<file path="config.mk">
export PLATFORM = sky130hd
export DESIGN_NAME = fp_alu_arbiter_flat
export DESIGN_NICKNAME = d
export VERILOG_FILES = /design/src/rtl/fp_alu_arbiter_if.sv /design/src/rtl/fp_alu_arbiter.sv /design/src/flat_wrapper.sv
export SDC_FILE = /design/constraint.sdc
export NUM_CORES = 1
export LEC_CHECK = 0
export ABC_AREA = 1
export CAP_MARGIN = 25
export CORE_MARGIN = 4
export CORE_UTILIZATION = 35
export CTS_CLUSTER_DIAMETER = 40
export DETAILED_ROUTE_END_ITERATION = 6
export PLACE_DENSITY_LB_ADDON = 0.15
export SLEW_MARGIN = 20
export SYNTH_ARGS = -nofsm -noshare
export SYNTH_HDL_FRONTEND = slang
export SYNTH_SLANG_ARGS = --single-unit
</file>
<file path="constraint.sdc">
create_clock -name clk -period 1.4 [get_ports clk]
set_input_delay 0.35 -clock clk [delete_from_list [all_inputs] [get_ports clk]]
set_output_delay 0.35 -clock clk [all_outputs]
set_load 0.03 [all_outputs]
</file>
<file path="src/rtl/fp_alu_arbiter_if.sv">
// Requester-side bus of fp_alu_arbiter: two request channels sharing one response channel.
// The master modport belongs to the requesters and the slave modport to the arbiter.
interface fp_alu_arbiter_if;
  logic [1:0]  req_valid;
  logic [1:0]  req_ready;
  logic [31:0] req_a0;
  logic [31:0] req_a1;
  logic [31:0] req_b0;
  logic [31:0] req_b1;
  logic [1:0]  req_op;
  logic [1:0]  rsp_valid;
  logic [63:0] rsp_result;
  logic        rsp_carry;

  modport master (
    output req_valid, req_a0, req_a1, req_b0, req_b1, req_op,
    input  req_ready, rsp_valid, rsp_result, rsp_carry
  );

  modport slave (
    input  req_valid, req_a0, req_a1, req_b0, req_b1, req_op,
    output req_ready, rsp_valid, rsp_result, rsp_carry
  );
endinterface

</file>
<file path="src/rtl/fp_alu_arbiter.sv">
// Two-requester arbiter in front of a shared multi-cycle FP ALU (IDLE -> EXEC -> RESP).
// Define FP_ALU_ARB_RR_EN for round-robin arbitration; otherwise requester 0 has fixed priority.
module fp_alu_arbiter #(
  parameter int unsigned LATENCY = 2  // ALU settle cycles, legal range 1..15
) (
  input  logic                   clk,
  input  logic                   rst_n,
  fp_alu_arbiter_if.slave        io_bus,
  output logic [31:0]            o_alu_a,
  output logic [31:0]            o_alu_b,
  output logic                   o_alu_sel,
  input  logic [63:0]            i_alu_result,
  input  logic                   i_alu_carry,
  output logic                   o_busy
);

  typedef enum logic [1:0] {
    ST_IDLE = 2'd0,
    ST_EXEC = 2'd1,
    ST_RESP = 2'd2
  } state_e;

  localparam logic [3:0] CNT_INIT = 4'(LATENCY - 1);

  state_e      r_state;
  state_e      w_state_nxt;
  logic [3:0]  r_cnt;
  logic        r_grant;
  logic [31:0] r_alu_a;
  logic [31:0] r_alu_b;
  logic        r_alu_sel;
  logic [1:0]  r_rsp_valid;
  logic [63:0] r_rsp_result;
  logic        r_rsp_carry;

  logic        w_winner;
  logic [1:0]  w_ready;
  logic        w_accept;
  logic        w_capture;

  // Arbitration: with a single valid requester it always wins; only contention differs.
`ifdef FP_ALU_ARB_RR_EN
  logic r_last;

  always_comb begin
    if (io_bus.req_valid == 2'b11) begin
      w_winner = ~r_last;
    end else begin
      w_winner = ~io_bus.req_valid[0];
    end
  end

  always_ff @(posedge clk or negedge rst_n) begin
    if (!rst_n) begin
      r_last <= 1'b1;
    end else if (w_accept) begin
      r_last <= w_winner;
    end
  end
`else
  always_comb begin
    w_winner = ~io_bus.req_valid[0];
  end
`endif

  // NOTE: state registers use non-blocking assignments so every flop samples pre-edge values.
  always_ff @(posedge clk or negedge rst_n) begin
    if (!rst_n) begin
      r_state <= ST_IDLE;
    end else begin
      r_state <= w_state_nxt;
    end
  end

  // NOTE: every signal written here gets a default first, so no path can infer a latch.
  always_comb begin
    w_state_nxt = r_state;
    w_ready     = 2'b00;
    w_accept    = 1'b0;
    w_capture   = 1'b0;
    unique case (r_state)
      ST_IDLE: begin
        w_ready  = io_bus.req_valid & (w_winner ? 2'b10 : 2'b01);
        w_accept = |(io_bus.req_valid & w_ready);
        if (w_accept) begin
          w_state_nxt = ST_EXEC;
        end
      end
      ST_EXEC: begin
        if (r_cnt == 4'd0) begin
          w_capture   = 1'b1;
          w_state_nxt = ST_RESP;
        end
      end
      ST_RESP: begin
        w_state_nxt = ST_IDLE;
      end
      default: begin
        w_state_nxt = ST_IDLE;
      end
    endcase
  end

  // Operand registers change only on accept, so the ALU sees stable inputs for the whole op.
  // NOTE: every datapath flop has a reset value; none of these are memories, so all are cleared.
  always_ff @(posedge clk or negedge rst_n) begin
    if (!rst_n) begin
      r_cnt     <= 4'd0;
      r_grant   <= 1'b0;
      r_alu_a   <= 32'd0;
      r_alu_b   <= 32'd0;
      r_alu_sel <= 1'b0;
    end else if (w_accept) begin
      r_cnt     <= CNT_INIT;
      r_grant   <= w_winner;
      r_alu_a   <= w_winner ? io_bus.req_a1 : io_bus.req_a0;
      r_alu_b   <= w_winner ? io_bus.req_b1 : io_bus.req_b0;
      r_alu_sel <= io_bus.req_op[w_winner];
    end else if ((r_state == ST_EXEC) && (r_cnt != 4'd0)) begin
      r_cnt <= r_cnt - 4'd1;
    end
  end

  // The response strobe is high only in RESP; result and carry hold until the next capture.
  always_ff @(posedge clk or negedge rst_n) begin
    if (!rst_n) begin
      r_rsp_valid  <= 2'b00;
      r_rsp_result <= 64'd0;
      r_rsp_carry  <= 1'b0;
    end else if (w_capture) begin
      r_rsp_valid  <= r_grant ? 2'b10 : 2'b01;
      r_rsp_result <= i_alu_result;
      r_rsp_carry  <= i_alu_carry;
    end else begin
      r_rsp_valid  <= 2'b00;
    end
  end

  assign io_bus.req_ready  = w_ready;
  assign io_bus.rsp_valid  = r_rsp_valid;
  assign io_bus.rsp_result = r_rsp_result;
  assign io_bus.rsp_carry  = r_rsp_carry;
  assign o_alu_a           = r_alu_a;
  assign o_alu_b           = r_alu_b;
  assign o_alu_sel         = r_alu_sel;
  assign o_busy            = (r_state != ST_IDLE);

endmodule

</file>
<file path="src/flat_wrapper.sv">
// flat-port wrapper written by rule: the top's interface ports become plain ports
module fp_alu_arbiter_flat 
#(
  parameter int unsigned LATENCY = 2                                         
)
  (clk, rst_n, o_alu_a, o_alu_b, o_alu_sel, i_alu_result, i_alu_carry, o_busy, io_bus_req_valid, io_bus_req_a0, io_bus_req_a1, io_bus_req_b0, io_bus_req_b1, io_bus_req_op, io_bus_req_ready, io_bus_rsp_valid, io_bus_rsp_result, io_bus_rsp_carry);
  fp_alu_arbiter_if io_bus_i ();
  input  logic clk;
  input  logic rst_n;
  output logic [31:0] o_alu_a;
  output logic [31:0] o_alu_b;
  output logic o_alu_sel;
  input  logic [63:0] i_alu_result;
  input  logic i_alu_carry;
  output logic o_busy;
  input wire logic [$bits(io_bus_i.req_valid)-1:0] io_bus_req_valid;
  input wire logic [$bits(io_bus_i.req_a0)-1:0] io_bus_req_a0;
  input wire logic [$bits(io_bus_i.req_a1)-1:0] io_bus_req_a1;
  input wire logic [$bits(io_bus_i.req_b0)-1:0] io_bus_req_b0;
  input wire logic [$bits(io_bus_i.req_b1)-1:0] io_bus_req_b1;
  input wire logic [$bits(io_bus_i.req_op)-1:0] io_bus_req_op;
  output wire logic [$bits(io_bus_i.req_ready)-1:0] io_bus_req_ready;
  output wire logic [$bits(io_bus_i.rsp_valid)-1:0] io_bus_rsp_valid;
  output wire logic [$bits(io_bus_i.rsp_result)-1:0] io_bus_rsp_result;
  output wire logic [$bits(io_bus_i.rsp_carry)-1:0] io_bus_rsp_carry;
  assign io_bus_i.req_valid = io_bus_req_valid;
  assign io_bus_i.req_a0 = io_bus_req_a0;
  assign io_bus_i.req_a1 = io_bus_req_a1;
  assign io_bus_i.req_b0 = io_bus_req_b0;
  assign io_bus_i.req_b1 = io_bus_req_b1;
  assign io_bus_i.req_op = io_bus_req_op;
  assign io_bus_req_ready = io_bus_i.req_ready;
  assign io_bus_rsp_valid = io_bus_i.rsp_valid;
  assign io_bus_rsp_result = io_bus_i.rsp_result;
  assign io_bus_rsp_carry = io_bus_i.rsp_carry;
  fp_alu_arbiter #(.LATENCY(LATENCY)) u_core (.clk(clk), .rst_n(rst_n), .io_bus(io_bus_i), .o_alu_a(o_alu_a), .o_alu_b(o_alu_b), .o_alu_sel(o_alu_sel), .i_alu_result(i_alu_result), .i_alu_carry(i_alu_carry), .o_busy(o_busy));
endmodule
</file>
Word-level counts from Yosys, hierarchy flattened
Cells that the tools add are included.
{"block": "totals", "reg_bits": 139}
{"block": "op_classes", "addsub": 1, "order_cmp": 1, "n_eq_ne": 3, "n_mux": 16, "n_bitwise": 3, "n_reduce_logical": 8}
{"operator": "32-bit two-way mux", "n": 2}
{"operator": "2-bit two-way mux", "n": 6}
{"operator": "4-bit two-way mux", "n": 2}
{"operator": "1-bit two-way mux", "n": 5}
{"operator": "2-bit bitwise AND", "n": 2}
{"operator": "4-bit zero test", "n": 1}
{"operator": "2-bit by 1-bit != test with 1-bit output (second input constant)", "n": 2}
{"operator": "2-bit one-hot mux with 2 select lines", "n": 1}
{"operator": "2-bit nonzero test", "n": 2}
{"operator": "4-bit nonzero test", "n": 1}
{"operator": "4-bit by 1-bit subtractor with 4-bit output (second input constant)", "n": 1}
{"operator": "2-bit by 1-bit equality test with 1-bit output (second input constant)", "n": 1}
{"operator": "2-bit zero test", "n": 1}
{"operator": "1-bit by 2-bit less-than comparator with 1-bit output (second input constant)", "n": 1}
{"operator": "2-bit AND reduction", "n": 1}
{"operator": "2-bit OR reduction", "n": 1}
{"operator": "1-bit logical AND", "n": 1}
{"operator": "1-bit NOT", "n": 1}

Longest topological paths before layout
{"block": "depth", "depth_word": 6, "ltp_mapped": 9, "ltp_nobuf": 7}

Worst setup path before layout
Ideal clock, no wire load.
{"block": "synth_path", "path_type": "reg2out", "startpoint": "register u_core.r_state[0]", "endpoint": "output io_bus_req_ready[1]", "arrival_ps": 1151, "setup_slack_ps": -101, "stages_incl_launch_ff": 6, "cell_sequence": "dfrtp_1 -> nor2_1 -> o21ai_2 -> buf_4 -> buf_6 -> nor2_2"}
{"block": "synth_via", "elab_chain_len": 2}
{"element": "start: declaration", "line": "fp_alu_arbiter.sv:25", "rtl": "state_e r_state;"}
{"element": "start signal: assignment", "line": "fp_alu_arbiter.sv:71", "rtl": "r_state <= w_state_nxt;"}
{"element": "2-bit zero test", "line": "fp_alu_arbiter.sv:81", "rtl": "unique case (r_state)"}
{"element": "2-bit two-way mux", "line": "fp_alu_arbiter.sv:81"}
{"element": "end: declaration", "line": "flat_wrapper.sv:22", "rtl": "output wire logic [$bits(io_bus_i.req_ready)-1:0] io_bus_req_ready;"}
Every way passes these cells.

Final worst setup path
{"block": "layout_path", "startpoint": "register u_core.r_state[1]", "endpoint": "output io_bus_req_ready[0]"}
Same word-level chain as after synthesis.

==> impl_metrics.tcl <==
set metrics [dict create \
    status "finished, violations left" \
    violations "setup timing" \
    numPlacedInstances 1226 \
    layout_min_cycle_time_ps 1710 \
    crit_fanout 2 \
    crit_required_ps 1050 \
    slew_viol_final 0 \
    antenna_found_initial 0 \
    fin_nets 1237 \
    max_stage_delay_ps 370 \
    critical_path.cell_chain "nor2_1, buf_4, inv_1, nor2_4, buf_12" \
    clk_latency_ps 420 \
    drt_iter0_drc 192 \
    routed_wl_um 20000 \
    crit_family "flip-flops" \
    regArea_sq_um 3480 \
    syn_area_sq_um 6020 \
    die_y_um 139 \
    hold_class "input pin to async pin" \
    crit_path_end_kind "primary output" \
    hold_violations 0 \
    grt_pass1_vias 5781 \
    firstDrtPassIters 5 \
    wl_per_cell_um 15.8 \
    setup_viol 55 \
    core-area_sq_um 16700 \
    syn-num-nets 879 \
    use_met2_pct 34.0 \
    grtUsageMet1_pct 23.7 \
    worstPathArrival_ps 1360 \
    period_share_pct 122 \
    ys_seq_elements 139 \
    overflow 0 \
    hold_slack_ps 350 \
    drive_gt1_share_pct 24.7 \
    yosys.area.top_type "dfrtp_1" \
    critPathKind "flop to primary output" \
    synth_edf_count 0 \
    ir_drop_uv 1120 \
    cts_buffers 17 \
    yosys_warnings 0 \
    drc 0 \
    fillers 1409 \
    via_per_inst 4.54 \
    numClockSinks 139 \
    post_synth_num_cell_types 23 \
    grt.total_usage_pct 20.1 \
    synthTopCellsByArea "dfrtp_1, nand2_1, o21ai_1" \
    cp.buffers_inverters 3 \
    h-tree-depth 4 \
    fmax_mhz 583 \
    relSlewSlack_pct 76.2 \
    most-common-layout-cells "nand2_1, clkdlybuf4s50_1, dfrtp_1" \
    pre_cts_ws_ps -273 \
    clk_pin_slew_ps 60 \
    tightest_slew_ps 354 \
    portBuffers 333 \
    hpwlAfterDp_um 15100 \
    die_area_sq_um 19400 \
    globalRouteMet3Util_pct 7.66 \
    vias 5765 \
    die_x_um 139 \
    place.gp.congestion 0.793 \
    rows 47 \
    io_pins 334 \
    busiest_layer "met2" \
    syn_avg_cell_area_sq_um 8.88 \
    start_util_pct 36.0 \
    finalWorstSetupSlack_ps -315 \
    cp-start-kind "flop" \
    cts_tree "built" \
    grt_max_degree 50 \
    num_antenna_cells 0 \
    clk_root_buffer_cell "clkbuf_16" \
    layout_commonest_cell "nand2_1" \
    antenna_left 0 \
    syn_inst 678 \
    pwr_density_cell_nw_per_um2 2530 \
    clockBufferDepth 2 \
    stdcell_count 1269 \
    async_flop_share_pct 100 \
    cap_violations 0 \
    ys_seq_area_share_pct 57.8 \
    rsz0062_at_grt "true" \
    synthToLayoutAreaGrowth_pct 81.6 \
    power_leakage_nw 5.15 \
    synth_flop_cell "dfrtp_1" \
    timing.setup.tns_ps -5520 \
    grt_pass1_wl_um 30700 \
    cp_slowest_cell "dfrtp_1" \
    skew_ps 7.93 \
    multiInputGateArea_sq_um 2290 \
    synth_top_cell_area_share_pct 57.8 \
]
-- area by class of cell --
type	count	area share (%)
Inverter	10	0.343
Multi-Input combinational cell	486	21.0
Clock buffer	19	4.05
Clock inverter	13	1.73
Timing Repair Buffer	382	38.6
Sequential cell	139	31.8
Tap cell	220	2.52
-- final timing paths --
path                              startpoint                            to  slack [ps]  cells after the start
setup / recovery           u_core.r_state[1]           io_bus_req_ready[0]        -310                      5
hold / removal                         rst_n  u_core.io_bus.rsp_result[43]         350                      2
setup reg to reg           u_core.r_state[1]            u_core.o_alu_b[29]        -140                      9
hold reg to reg               u_core.r_grant    u_core.io_bus.rsp_valid[0]         420                      1
max in group asynchronous              rst_n            u_core.o_alu_b[11]         530                      3
min in group clk              u_core.r_grant    u_core.io_bus.rsp_valid[0]         420                      1
-- state kept, by name, summed over array words and instances, names as in the netlist --
name                      cells
u_core.r_grant                1
u_core.r_cnt                  4
u_core.o_alu_sel              1
u_core.io_bus.rsp_carry       1
u_core.io_bus.rsp_result     64
u_core.o_alu_b               32
u_core.r_state                2
u_core.o_alu_a               32
u_core.io_bus.rsp_valid       2
-- cells by family (layout without fill, tap and decap cells) --
logic type,count (synthesis),after routing,share of synthesized area [%]
AO/OA/AOI/OAI,135,135,11.3
XOR/XNOR,1,1,0.146
adder cells (fa/ha/maj),2,2,0.416
buffers and inverters,53,424,5.57
flip-flops,139,139,57.8
AND/OR/NAND/NOR,348,348,24.7
-- stage by stage --
stage               util (%)  power [mW]  area [sq um]
finish                  65.4        27.7         10900
global route            65.4        29.4         10900
CTS                     63.6        26.9         10600
detailed placement      60.9        22.5         10200
global placement        60.9        22.2         10200
floorplan                  -        14.6          6030
-- Yosys cell counts (3+ instances only) --
cell / number
nand2_1: 269
dfrtp_1: 139
o21ai_1: 78
o21ai_0: 54
or2_0: 49
or2_2: 16
buf_6: 13
buf_2: 11
clkbuf_1: 9
inv_1: 7
buf_4: 5
clkbuf_2: 5
nand3_1: 5
nor2_1: 5
inv_2: 3
-- repair_timing --
action | 4_1_cts | 5_1_grt
hold endpoints to repair | 15 | 0
cloned | 0 | 7
pin swaps | 2 | 3
hold buffers | 1 | 0
setup endpoints to repair | 44 | 128
setup buffers | 1 | 2
resized for setup | 203 | 48
-- routing by layer --
metal	wire length, um	up-vias
li1	-	2877
met1	7880	2631
met2	10100	240
met3	1800	17
met4	297	0
met5	0	-
-- power breakdown --
part | internal, mW | switching (mW) | total [mW]
Sequential | 6.05 | 1.41 | 7.47
Combinational | 7.08 | 8.33 | 15.4
Clock | 3.05 | 1.76 | 4.81
No activity file was read; power rests on OpenSTA's default activity.
==> RTL edit (same settings) <==
Build with the macro `FP_ALU_ARB_RR_EN` defined.
--- a/src/rtl/fp_alu_arbiter.sv
+++ b/src/rtl/fp_alu_arbiter.sv
@@ -1,5 +1,7 @@
 // Two-requester arbiter in front of a shared multi-cycle FP ALU (IDLE -> EXEC -> RESP).
 // Define FP_ALU_ARB_RR_EN for round-robin arbitration; otherwise requester 0 has fixed priority.
+`define FP_ALU_ARB_RR_EN
+
 module fp_alu_arbiter #(
   parameter int unsigned LATENCY = 2  // ALU settle cycles, legal range 1..15
 ) (
Formal check against the unedited RTL: not equivalent (a bounded check fails within 10 cycles, from zero or initial values and one cycle with rst_n low).
==> RTL edit against the unedited design <==
The flow still finishes with violations (setup timing). Sequential cell count grew 1. Synthesized area grew 4.1%. Sequential power grew 0.5%. Register-to-register slack gained 0.04 ns. Routed wire length grew 8.0%. Cell area grew 1.6%. Worst setup slack lost 0.045 ns. Total power grew 0.93%.
==> RTL edit: results (changes against the unedited design) <==
Post-DP Area: 10,300 um^2 (+1.2%)
GRT Overall Usage: 0.201 (about the same)
Cell variety after synth: 20 (-13%)
R2r endpoint: u_core.o_alu_a[4]
Failing checks: setup timing
Clk_skew: 0.00862 ns (+0.000698 ns)
DR WL/cell: 15.5 um (-2.1%)
Router iterations before antenna repair: 5 (unchanged)
Dpl ws: -0.453 ns (-0.180 ns)
Max VDD drop: 0.00119 V (+6.1%)
Static Leakage: 5.66 nW (+10%)
Worst setup margin: -0.360 ns (-0.0454 ns)
Switching power: 0.0121 W (+5.1%)
Syn Nets: 1,013 (+15%)
FF-to-FF setup slack: -0.10 ns (+0.04 ns)
Data arrival time of the worst path: 1.41 ns (+0.05 ns)
Layout cell share with drive strength beyond 1: 0.191 (-0.0554)
Slowest library cell on the worst path: dfrtp_1
CP startpoint: u_core.r_state[1]
First DRT Iteration DRCs: 283 (+47%)
Register area share after synthesis: 0.559 (-0.0188)
Avg Synthesized Cell Area: 7.72 um^2 (-13%)
Top post-synthesis cells by area: dfrtp_1 56%, nand2_1 24%, o21ai_1 4.8%, inv_1 4.4%, nor2_1 4.1%
Initial antenna violation count: 0 (unchanged)
Grt met3 use: 0.0849 (+0.00838)
Vias in the first global route: 6,081 (+5.2%)
Top cells by count, synth: 402 x nand2_1, 139 x dfrtp_1, 73 x inv_1
Global-route wire length before repair: 31,800 um (+3.4%)
Met1 Resource Use GR: 0.241 (+0.00415)
CP Max Fanout: 3 (+1)
Final Wtd Congestion: 0.773 (-2.6%)
Routed WL: 21,700 um (+8.0%)
Fin nets: 1,363 (+10%)
Setup TNS: -6.29 ns (-0.768 ns)
Met2 usage: 0.329 (-0.0116)
Seq pwr share: 0.269 (about the same)
Actual slew at the worst max-slew pin: 0.270 ns (-0.0841 ns)
Pint: 0.0159 W (-2.0%)
Hold_ws: 0.349 ns (-0.000692 ns)
Largest register FFs: 64 (unchanged)
Largest net degree at the start of global routing: 68 (+36%)
Avg Vias per Cell: 4.47 (-1.5%)
Hpwl dp: 14,900 um (-1.3%)
Fillers: 1,504 (+6.7%)
# setup viols final: 70 (+27%)
Status: finished with violations
Clock group: 0.00467 W (-3%)
CP max stage delay: 0.41 ns (+0.04 ns)
Final ANT Viol Nets: 0 (unchanged)
-- RTL edit: cell count changes after synthesis, moves of 18 or more --
cell,before,now
o21ai_1,78,60
or2_0,49,0
o21ai_0,54,9
nor2_1,5,69
inv_1,7,73
nand2_1,269,402
-- RTL edit: logic make-up after synthesis --
group                      Yosys count  synth area share
and+or+nand+nor                    480             0.291
adders and majority gates            2           0.00399
xor gates and xnor gates             1           0.00140
AOI/OAI and AO/OA                   71            0.0585
DFF                                140             0.559
buffers and inverters              118            0.0862
-- RTL edit: routing by layer --
layer | vias to the layer above | part of all wire
li1 | 3136 | -
met1 | 2843 | 0.39
met2 | 260 | 0.49
met3 | 25 | 0.10
met4 | 0 | 0.018
met5 | - | 0
-- RTL edit: worst max path at each step --
stage / end / cells after the start
after floorplan: io_bus_req_ready[0] / 6
after global placement: io_bus_req_ready[1] / 6
after detailed placement: io_bus_req_ready[1] / 6
after CTS: io_bus_req_ready[0] / 5
after global routing: io_bus_req_ready[1] / 6
final: io_bus_req_ready[1] / 6
-- RTL edit: layout make-up --
| type | count | area [um^2] | share of cell area |
|---|---|---|---|
| Clock buffer | 19 | 443 | 0.0399 |
| Clock inverter | 13 | 166 | 0.0150 |
| Inverter | 76 | 295 | 0.0266 |
| Multi-Input combinational cell | 554 | 2290 | 0.206 |
| Sequential cell | 140 | 3500 | 0.316 |
| Tap cell | 225 | 282 | 0.0254 |
| Timing Repair Buffer | 373 | 4120 | 0.372 |
-- RTL edit: what timing repair did --
action,in CTS,in global routing
hold endpoints to repair,16,0
hold buffers,1,0
pin swaps,3,2
gates cloned,1,10
gates resized for setup,252,25
setup endpoints to repair,65,131
setup buffers,3,3
